===== config.mk =====
export PLATFORM = sky130hd
export DESIGN_NAME = bi_shift_serializer_flat
export DESIGN_NICKNAME = d
export VERILOG_FILES = /design/src/rtl/bi_shift_serializer_pkg.sv /design/src/rtl/bi_shift_serializer_if.sv /design/src/rtl/bi_shift_serializer_shift_bit_counter.sv /design/src/rtl/bi_shift_serializer.sv /design/src/flat_wrapper.sv
export SDC_FILE = /design/constraint.sdc
export NUM_CORES = 1
export LEC_CHECK = 0
export ABC_CLOCK_PERIOD_IN_PS = 1800
export CAP_MARGIN = 20
export CORE_MARGIN = 4
export CORE_UTILIZATION = 35
export DETAILED_ROUTE_END_ITERATION = 10
export HOLD_SLACK_MARGIN = 0.06
export SETUP_SLACK_MARGIN = 0.4
export SYNTH_ARGS = -nofsm -noshare
export SYNTH_HDL_FRONTEND = slang
export SYNTH_SLANG_ARGS = --single-unit

===== constraint.sdc =====
create_clock -name clk -period 1.8 [get_ports clk]
set_input_delay 0.36 -clock clk [delete_from_list [all_inputs] [get_ports clk]]
set_output_delay 0.36 -clock clk [all_outputs]
set_load 0.02 [all_outputs]

===== src/rtl/bi_shift_serializer_pkg.sv =====
// Shared types and helpers for the bidirectional shift serializer/receiver pair.
// PARITY_SER_EN appends an even-parity bit to every frame.
package bi_shift_pkg;

  typedef enum logic {IDLE = 1'b0, SHIFT = 1'b1} ser_state_t;

  localparam logic MODE_LEFT  = 1'b0;
  localparam logic MODE_RIGHT = 1'b1;

  function automatic int frame_len(input int n);
`ifdef PARITY_SER_EN
    return n + 1;
`else
    return n;
`endif
  endfunction

endpackage


===== src/rtl/bi_shift_serializer_if.sv =====
// Word-in / bit-out bundle between the upstream word source and the serializer.
interface bi_shift_serializer_if #(parameter int N = 4);

  logic [N-1:0] din;
  logic         din_valid;
  logic         din_ready;
  logic         mode;
  logic         dout;
  logic         dout_valid;
  logic         dout_last;
  logic         mode_out;
  logic         busy;

  modport master (
    output din, din_valid, mode,
    input  din_ready, dout, dout_valid, dout_last, mode_out, busy
  );

  modport slave (
    input  din, din_valid, mode,
    output din_ready, dout, dout_valid, dout_last, mode_out, busy
  );

endinterface


===== src/rtl/bi_shift_serializer_shift_bit_counter.sv =====
// Loadable down-counter with a zero flag; saturates at zero instead of wrapping.
module shift_bit_counter #(
  parameter int W = 3
) (
  input  logic         clk,
  input  logic         rst,
  input  logic         i_load,
  input  logic [W-1:0] i_load_val,
  input  logic         i_dec,
  output logic         o_zero
);

  logic [W-1:0] r_cnt;

  always_ff @(posedge clk or posedge rst) begin
    if (rst) begin
      r_cnt <= '0;
    end else if (i_load) begin
      r_cnt <= i_load_val;
    end else if (i_dec && (r_cnt != '0)) begin
      r_cnt <= r_cnt - 1'b1;
    end
  end

  assign o_zero = (r_cnt == '0);

endmodule


===== src/rtl/bi_shift_serializer.sv =====
// Parallel-to-serial transmitter, LSB- or MSB-first per word, registered serial output.
// PARITY_SER_EN: adds a trailing even-parity bit (frame length N+1).
module bi_shift_serializer
  import bi_shift_pkg::*;
#(
  parameter int N = 4
) (
  input  logic                clk,
  input  logic                rst,
  bi_shift_serializer_if.slave bus
);

  localparam int            LEN      = frame_len(N);
  localparam int            CW       = $clog2(N + 1);
  localparam logic [CW-1:0] LOAD_VAL = CW'(LEN - 1);

  ser_state_t     r_state;
  ser_state_t     w_next;
  logic [LEN-1:0] r_sreg;
  logic [LEN-1:0] w_load;
  logic           r_mode;
  logic           r_dout;
  logic           w_zero;
  logic           w_last;
  logic           w_ready;
  logic           w_accept;

  // Parity rides in the shift register so it falls out after the data bits in either direction
`ifdef PARITY_SER_EN
  assign w_load = (bus.mode == MODE_RIGHT) ? {^bus.din, bus.din} : {bus.din, ^bus.din};
`else
  assign w_load = bus.din;
`endif

  always_comb begin
    w_last   = (r_state == SHIFT) && w_zero;
    w_ready  = (r_state == IDLE) || w_last;
    w_accept = bus.din_valid && w_ready;
    w_next   = r_state;
    case (r_state)
      IDLE:    if (w_accept) w_next = SHIFT;
      SHIFT:   if (w_last && !w_accept) w_next = IDLE;
      default: w_next = IDLE;
    endcase
  end

  always_ff @(posedge clk or posedge rst) begin
    if (rst) begin
      r_state <= IDLE;
    end else begin
      r_state <= w_next;
    end
  end

  always_ff @(posedge clk or posedge rst) begin
    if (rst) begin
      r_sreg <= '0;
      r_dout <= 1'b0;
      r_mode <= MODE_LEFT;
    end else if (w_accept) begin
      r_sreg <= w_load;
      r_mode <= bus.mode;
      r_dout <= (bus.mode == MODE_RIGHT) ? w_load[0] : w_load[LEN-1];
    end else if (r_state == SHIFT) begin
      if (w_last) begin
        r_dout <= 1'b0;
      end else if (r_mode == MODE_RIGHT) begin
        r_sreg <= r_sreg >> 1;
        r_dout <= r_sreg[1];
      end else begin
        r_sreg <= r_sreg << 1;
        r_dout <= r_sreg[LEN-2];
      end
    end
  end

  shift_bit_counter #(.W(CW)) u_cnt (
    .clk       (clk),
    .rst       (rst),
    .i_load    (w_accept),
    .i_load_val(LOAD_VAL),
    .i_dec     ((r_state == SHIFT) && !w_accept),
    .o_zero    (w_zero)
  );

  assign bus.din_ready  = w_ready;
  assign bus.dout       = r_dout;
  assign bus.dout_valid = (r_state == SHIFT);
  assign bus.dout_last  = w_last;
  assign bus.mode_out   = r_mode;
  assign bus.busy       = (r_state == SHIFT);

endmodule


===== src/flat_wrapper.sv =====
// flat-port wrapper written by rule: the top's interface ports become plain ports
module bi_shift_serializer_flat import bi_shift_pkg::*;
#(
  parameter int N = 4
)
  (clk, rst, bus_din, bus_din_valid, bus_mode, bus_din_ready, bus_dout, bus_dout_valid, bus_dout_last, bus_mode_out, bus_busy);
  bi_shift_serializer_if #(.N(N)) bus_i ();
  input  logic clk;
  input  logic rst;
  input wire logic [$bits(bus_i.din)-1:0] bus_din;
  input wire logic [$bits(bus_i.din_valid)-1:0] bus_din_valid;
  input wire logic [$bits(bus_i.mode)-1:0] bus_mode;
  output wire logic [$bits(bus_i.din_ready)-1:0] bus_din_ready;
  output wire logic [$bits(bus_i.dout)-1:0] bus_dout;
  output wire logic [$bits(bus_i.dout_valid)-1:0] bus_dout_valid;
  output wire logic [$bits(bus_i.dout_last)-1:0] bus_dout_last;
  output wire logic [$bits(bus_i.mode_out)-1:0] bus_mode_out;
  output wire logic [$bits(bus_i.busy)-1:0] bus_busy;
  assign bus_i.din = bus_din;
  assign bus_i.din_valid = bus_din_valid;
  assign bus_i.mode = bus_mode;
  assign bus_din_ready = bus_i.din_ready;
  assign bus_dout = bus_i.dout;
  assign bus_dout_valid = bus_i.dout_valid;
  assign bus_dout_last = bus_i.dout_last;
  assign bus_mode_out = bus_i.mode_out;
  assign bus_busy = bus_i.busy;
  bi_shift_serializer #(.N(N)) u_core (.clk(clk), .rst(rst), .bus(bus_i));
endmodule

; Word-level counts from Yosys, hierarchy flattened
; Cells that the tools add are included.
[totals]
elab_cells = 34
ff_bits = 10
out_inout_bits = 6
[op_classes]
reduce_logical = 12
bitwise_logic = 1
add_sub_neg = 1
n_mux = 14
eq_ne = 1
[op_table]
columns = cell, count
row1 = $mux W4, 4
row2 = $mux W1, 7
row3 = $mux W3, 2
row4 = $logic_and A1 B1 Y1, 5
row5 = $reduce_bool A2 Y1, 2
row6 = $logic_not A3 Y1, 1
row7 = $reduce_bool A3 Y1, 1
row8 = $sub A3 B1 Y3 const B, 1
row9 = $ne A2 B1 Y1 const B, 1
row10 = $pmux W1 S2, 1
row11 = $reduce_and A2 Y1, 1
row12 = $logic_not A1 Y1, 1
row13 = $logic_or A1 B1 Y1, 1
row14 = $not A1 Y1, 1

; Longest topological paths before layout
; Gate-level depths: netlist of the first run.
[logic_depth]
word_depth = 9
mapped_depth = 8
ltp_nobuf = 7

; Hierarchy
; From an unflattened synthesis of the first run, not the netlist that was laid out.
[hier_totals]
cells_unflattened = 61
area_unflattened_um2 = 618.1
[modules_own_cells]
columns = mod, seq_area_each_um2, instances, cells_each, area_per_inst_um2
row1 = bi_shift_serializer, 175.2, 1, 41, 424.2
row2 = shift_bit_counter, 75.1, 1, 20, 193.9

; Worst setup path before layout of the first run
; OpenSTA, ideal clock, no wires.
[synth_timing]
kind = register to output
start = register u_core.u_cnt.r_cnt[0]
end = output port bus_din_ready
stages_incl_launch_ff = 7
arrival_ns = 1.130
setup_slack_ns = 0.310
path_cell_list = dfrtp_1 > inv_1 > ha_1 > ha_1 > nor2b_4 > inv_2 > buf_6
[synth_via]
elab_chain_cells = 3
[synth_rtl]
columns = item, line
row1 = start: declaration, bi_shift_serializer_shift_bit_counter.sv:13  ; logic [W-1:0] r_cnt;
row2 = start signal: assignment, bi_shift_serializer_shift_bit_counter.sv:19  ; r_cnt <= i_load_val;
row3 = start signal: assignment, bi_shift_serializer_shift_bit_counter.sv:21  ; r_cnt <= r_cnt - 1'b1;
row4 = $logic_not A3 Y1, bi_shift_serializer_shift_bit_counter.sv:25  ; assign o_zero = (r_cnt == '0);
row5 = $logic_and A1 B1 Y1, bi_shift_serializer.sv:36  ; w_last = (r_state == SHIFT) && w_zero;
row6 = $logic_or A1 B1 Y1, bi_shift_serializer.sv:37  ; w_ready = (r_state == IDLE) || w_last;
row7 = end: declaration, flat_wrapper.sv:13  ; output wire logic [$bits(bus_i.din_ready)-1:0] bus_din_ready;
; No other way between the ends.

; Worst setup path in the final report of the first run
; Ends and elaborated chain as after synthesis.

==> results_dict.tcl, run 1 <==
set metrics [dict create \
    outcome "finished clean" \
    fin_skew_ns 0.003263 \
    p_leak_nw 0.4224 \
    rows 13 \
    stdcell_area_um2 919.6 \
    gp_congestion 0.6852 \
    tightest_slew_ns 0.4030 \
    synth_area_um2 543.0 \
    wl_per_cell_um 14.40 \
    dp_worst_setup_slack_ns -0.02988 \
    synth_compound_area_share_pct 17.05 \
    cts_sinks 10 \
    crit_type "reg -> out" \
    p_int_mw 1.179 \
    crit_required_ns 1.44 \
    grtUsageMet2_pct 20.59 \
    setup_tns_ns 0 \
    die_area_mm2 0.002246 \
    synth.distinct_cells 23 \
    rr_worst_depth 10 \
    vias 484 \
    critPathLaunchType "flip-flop" \
    grt_start_max_net_pins 14 \
    slew_viol_final 0 \
    fin_crit_ns 1.721 \
    setup_ws_ns 0.07930 \
    synth-edff-count 0 \
    drtPass1Iterations 4 \
    grt_use_met3_pct 5.747 \
    p_sw_share_pct 37.75 \
    track_usage_pct 14.33 \
    drt-total-wl_um 1354 \
    p_per_area_mw_per_mm2 2060 \
    cpPeakStageDelay_ns 0.36 \
    cts_tree "yes" \
    insertion_delay_ns 0.27 \
    die_h_um 47.39 \
    start_util_pct 39.28 \
    synth_top_family_by_area "compound AO/OA/AOI/OAI gates" \
    switchingPower_uw 715.1 \
    ys_ff_latch 10 \
    die_w_um 47.39 \
    drt_iter0_markers 3 \
    cp_max_fo 4 \
    ant_nets 0 \
    critPathArrivalTime_ns 1.36 \
    placed_cell_area_um2 715.7 \
    cp-end-kind "primary output" \
    hold-worst-slack_ns 0.3666 \
    p_total_mw 1.894 \
    drc 0 \
    finalCritPeriodShare_pct 95.59 \
    cts-root-buf "clkbuf_4" \
    rsz0062_at_grt "yes" \
    gr-usage-met1_pct 17.29 \
    antenna_found_initial 0 \
    ctsHoldBuffers 0 \
    path_cells "inv_1 -> ha_2 -> ha_4 -> nor2b_4 -> inv_2 -> buf_6" \
    pwr-share-seq_pct 22.6 \
    yosysTopAreaCell "dfrtp_1" \
    finalHoldViolCount 0 \
    synthMuxAreaShare_pct 11.06 \
    final_util_pct 66.52 \
    drive_above_1_share_pct 45.57 \
    async_flop_share_pct 100.0 \
    ir_drop_mv 1.109 \
    diodes 0 \
    synth_area_leaders "dfrtp_1 (46%), mux2i_1 (11%), a21oi_1 (7.4%), ha_1 (4.6%), a211oi_1 (4.1%)" \
    synthFlopType "dfrtp_1" \
    synthAdderAreaFrac_pct 4.608 \
    hold_class "in -> async" \
    coreArea_mm2 0.001383 \
    grt_pass1_vias 468 \
    synth-simple-area-share_pct 12.21 \
    critPathSlowestCell "dfrtp_1" \
    cts_buffer_depth 2 \
    maxCapViolations 0 \
    syn2layout_area_growth_pct 69.35 \
    port_buffers 13 \
    cts_inserted_buffers 3 \
    max_slew_margin_pct 73.10 \
    dp_cells 81 \
    grt_busiest_layer "met2" \
    finalNonFillerCells 94 \
    ys_warn_count 0 \
    synth_nets 63 \
    yosysSeqAreaShare_pct 46.08 \
    ioPinCount 14 \
    grt-ovfl-total 0 \
    clk_pin_slew_ns 0.07 \
    nNetsFinal 90 \
    finalSetupViolations 0 \
    netlist.area_leader.share_pct 46.08 \
    syn_inst 53 \
    p_comb_share_pct 66.6 \
    cts_max_level 1 \
    grt_first_pass_wirelength_um 2070 \
    synth-xor-area-share_pct 0 \
    pwr-share-clk_pct 10.8 \
    viasPerCell 5.149 \
    post-dp-hpwl_um 815.1 \
    avgSynthCellArea_um2 10.25 \
    fmax_ghz 0.5812 \
]
-- repair_timing --
item                                    in CTS  in global routing
resized for setup                           32                  8
cloned                                       1                  0
setup buffers                                6                  2
endpoints found under the setup margin      14                 14
pin swaps                                    7                  4
-- cell usage in the layout (no fill, tap or decap), types with 2 or more instances in the layout --
cell and count:
o21ai_2 2, a21oi_2 5, dfrtp_1 9, buf_4 5
clkdlybuf4s15_1 2, a21oi_1 3, mux2i_1 6, clkdlybuf4s50_1 7
inv_1 5, buf_6 6, a211oi_2 2, clkbuf_4 3
-- cells by family (layout without fill, tap and decap cells) --
family / Yosys count / after routing
compound gates: 16 / 16
flops: 10 / 10
simple gates: 10 / 10
buf+inv: 9 / 35
mux: 6 / 6
fa+ha+maj: 2 / 2
-- cell usage after synthesis (2+ instances only) --
library cell   n
o21ai_1        2
dfrtp_1       10
ha_1           2
a21oi_1        8
inv_1          5
mux2i_1        6
a211oi_1       3
buf_4          2
-- area by class of cell --
cell class | count | area, um2
multi-input cells | 34 | 312.8
inverters | 6 | 22.52
clock buffers | 4 | 36.28
flip-flops and latches | 10 | 251.5
repair buffers | 25 | 277.8
well taps | 15 | 18.77
fillers | 107 | 462.9
-- sequential cells by signal, indices dropped and copies added, names as in the netlist --
register / count
u_core.bus.mode_out: 1
u_core.r_sreg: 4
u_core.u_cnt.r_cnt: 3
u_core.bus.busy: 1
u_core.bus.dout: 1
-- critical path: cells and delay by family (launching register included) --
kind	cells	cell delay (ns)
DFF	1	0.36
adders and majority gates	2	0.35
buffers and inverters	3	0.22
and+or+nand+nor	1	0.16
-- power by group through the flow --
stage	combinational [mW]	clock, mW	sequential, mW
2_1_floorplan	0.491	0	0.452
3_3_place_gp	0.732	0	0.431
3_5_place_dp	0.750	0	0.434
4_1_cts	1.12	0.208	0.445
5_1_grt	1.36	0.215	0.439
6_report	1.26	0.205	0.427
-- per-layer routing --
layer / vias to the layer above / wire length, um
met5: - / 0
met4: 0 / 29
met3: 4 / 106
met2: 18 / 629
met1: 228 / 589
li1: 234 / -
-- final timing paths --
path / from / end / slack, ns
max reg2reg: u_core.u_cnt.r_cnt[0] / u_core.r_sreg[2] / 0.11
min reg2reg: u_core.u_cnt.r_cnt[1] / u_core.u_cnt.r_cnt[1] / 0.54
min in group clk: u_core.u_cnt.r_cnt[1] / u_core.u_cnt.r_cnt[1] / 0.54
max: u_core.u_cnt.r_cnt[0] / bus_din_ready / 0.08
min: rst / u_core.u_cnt.r_cnt[1] / 0.37
max in group asynchronous: rst / u_core.bus.mode_out / 1.13
(Power assumes the default switching activity.)
==> inputs of run 2 (changes only) <==
--- a/config.mk
+++ b/config.mk
@@ -6,7 +6,6 @@
 export NUM_CORES = 1
 export LEC_CHECK = 0
 export ABC_CLOCK_PERIOD_IN_PS = 1800
-export CAP_MARGIN = 20
 export CORE_MARGIN = 4
 export CORE_UTILIZATION = 35
 export DETAILED_ROUTE_END_ITERATION = 10
==> results of run 2 <==
Same layout as run 1: the final DEF is identical, and so are final timing and power.
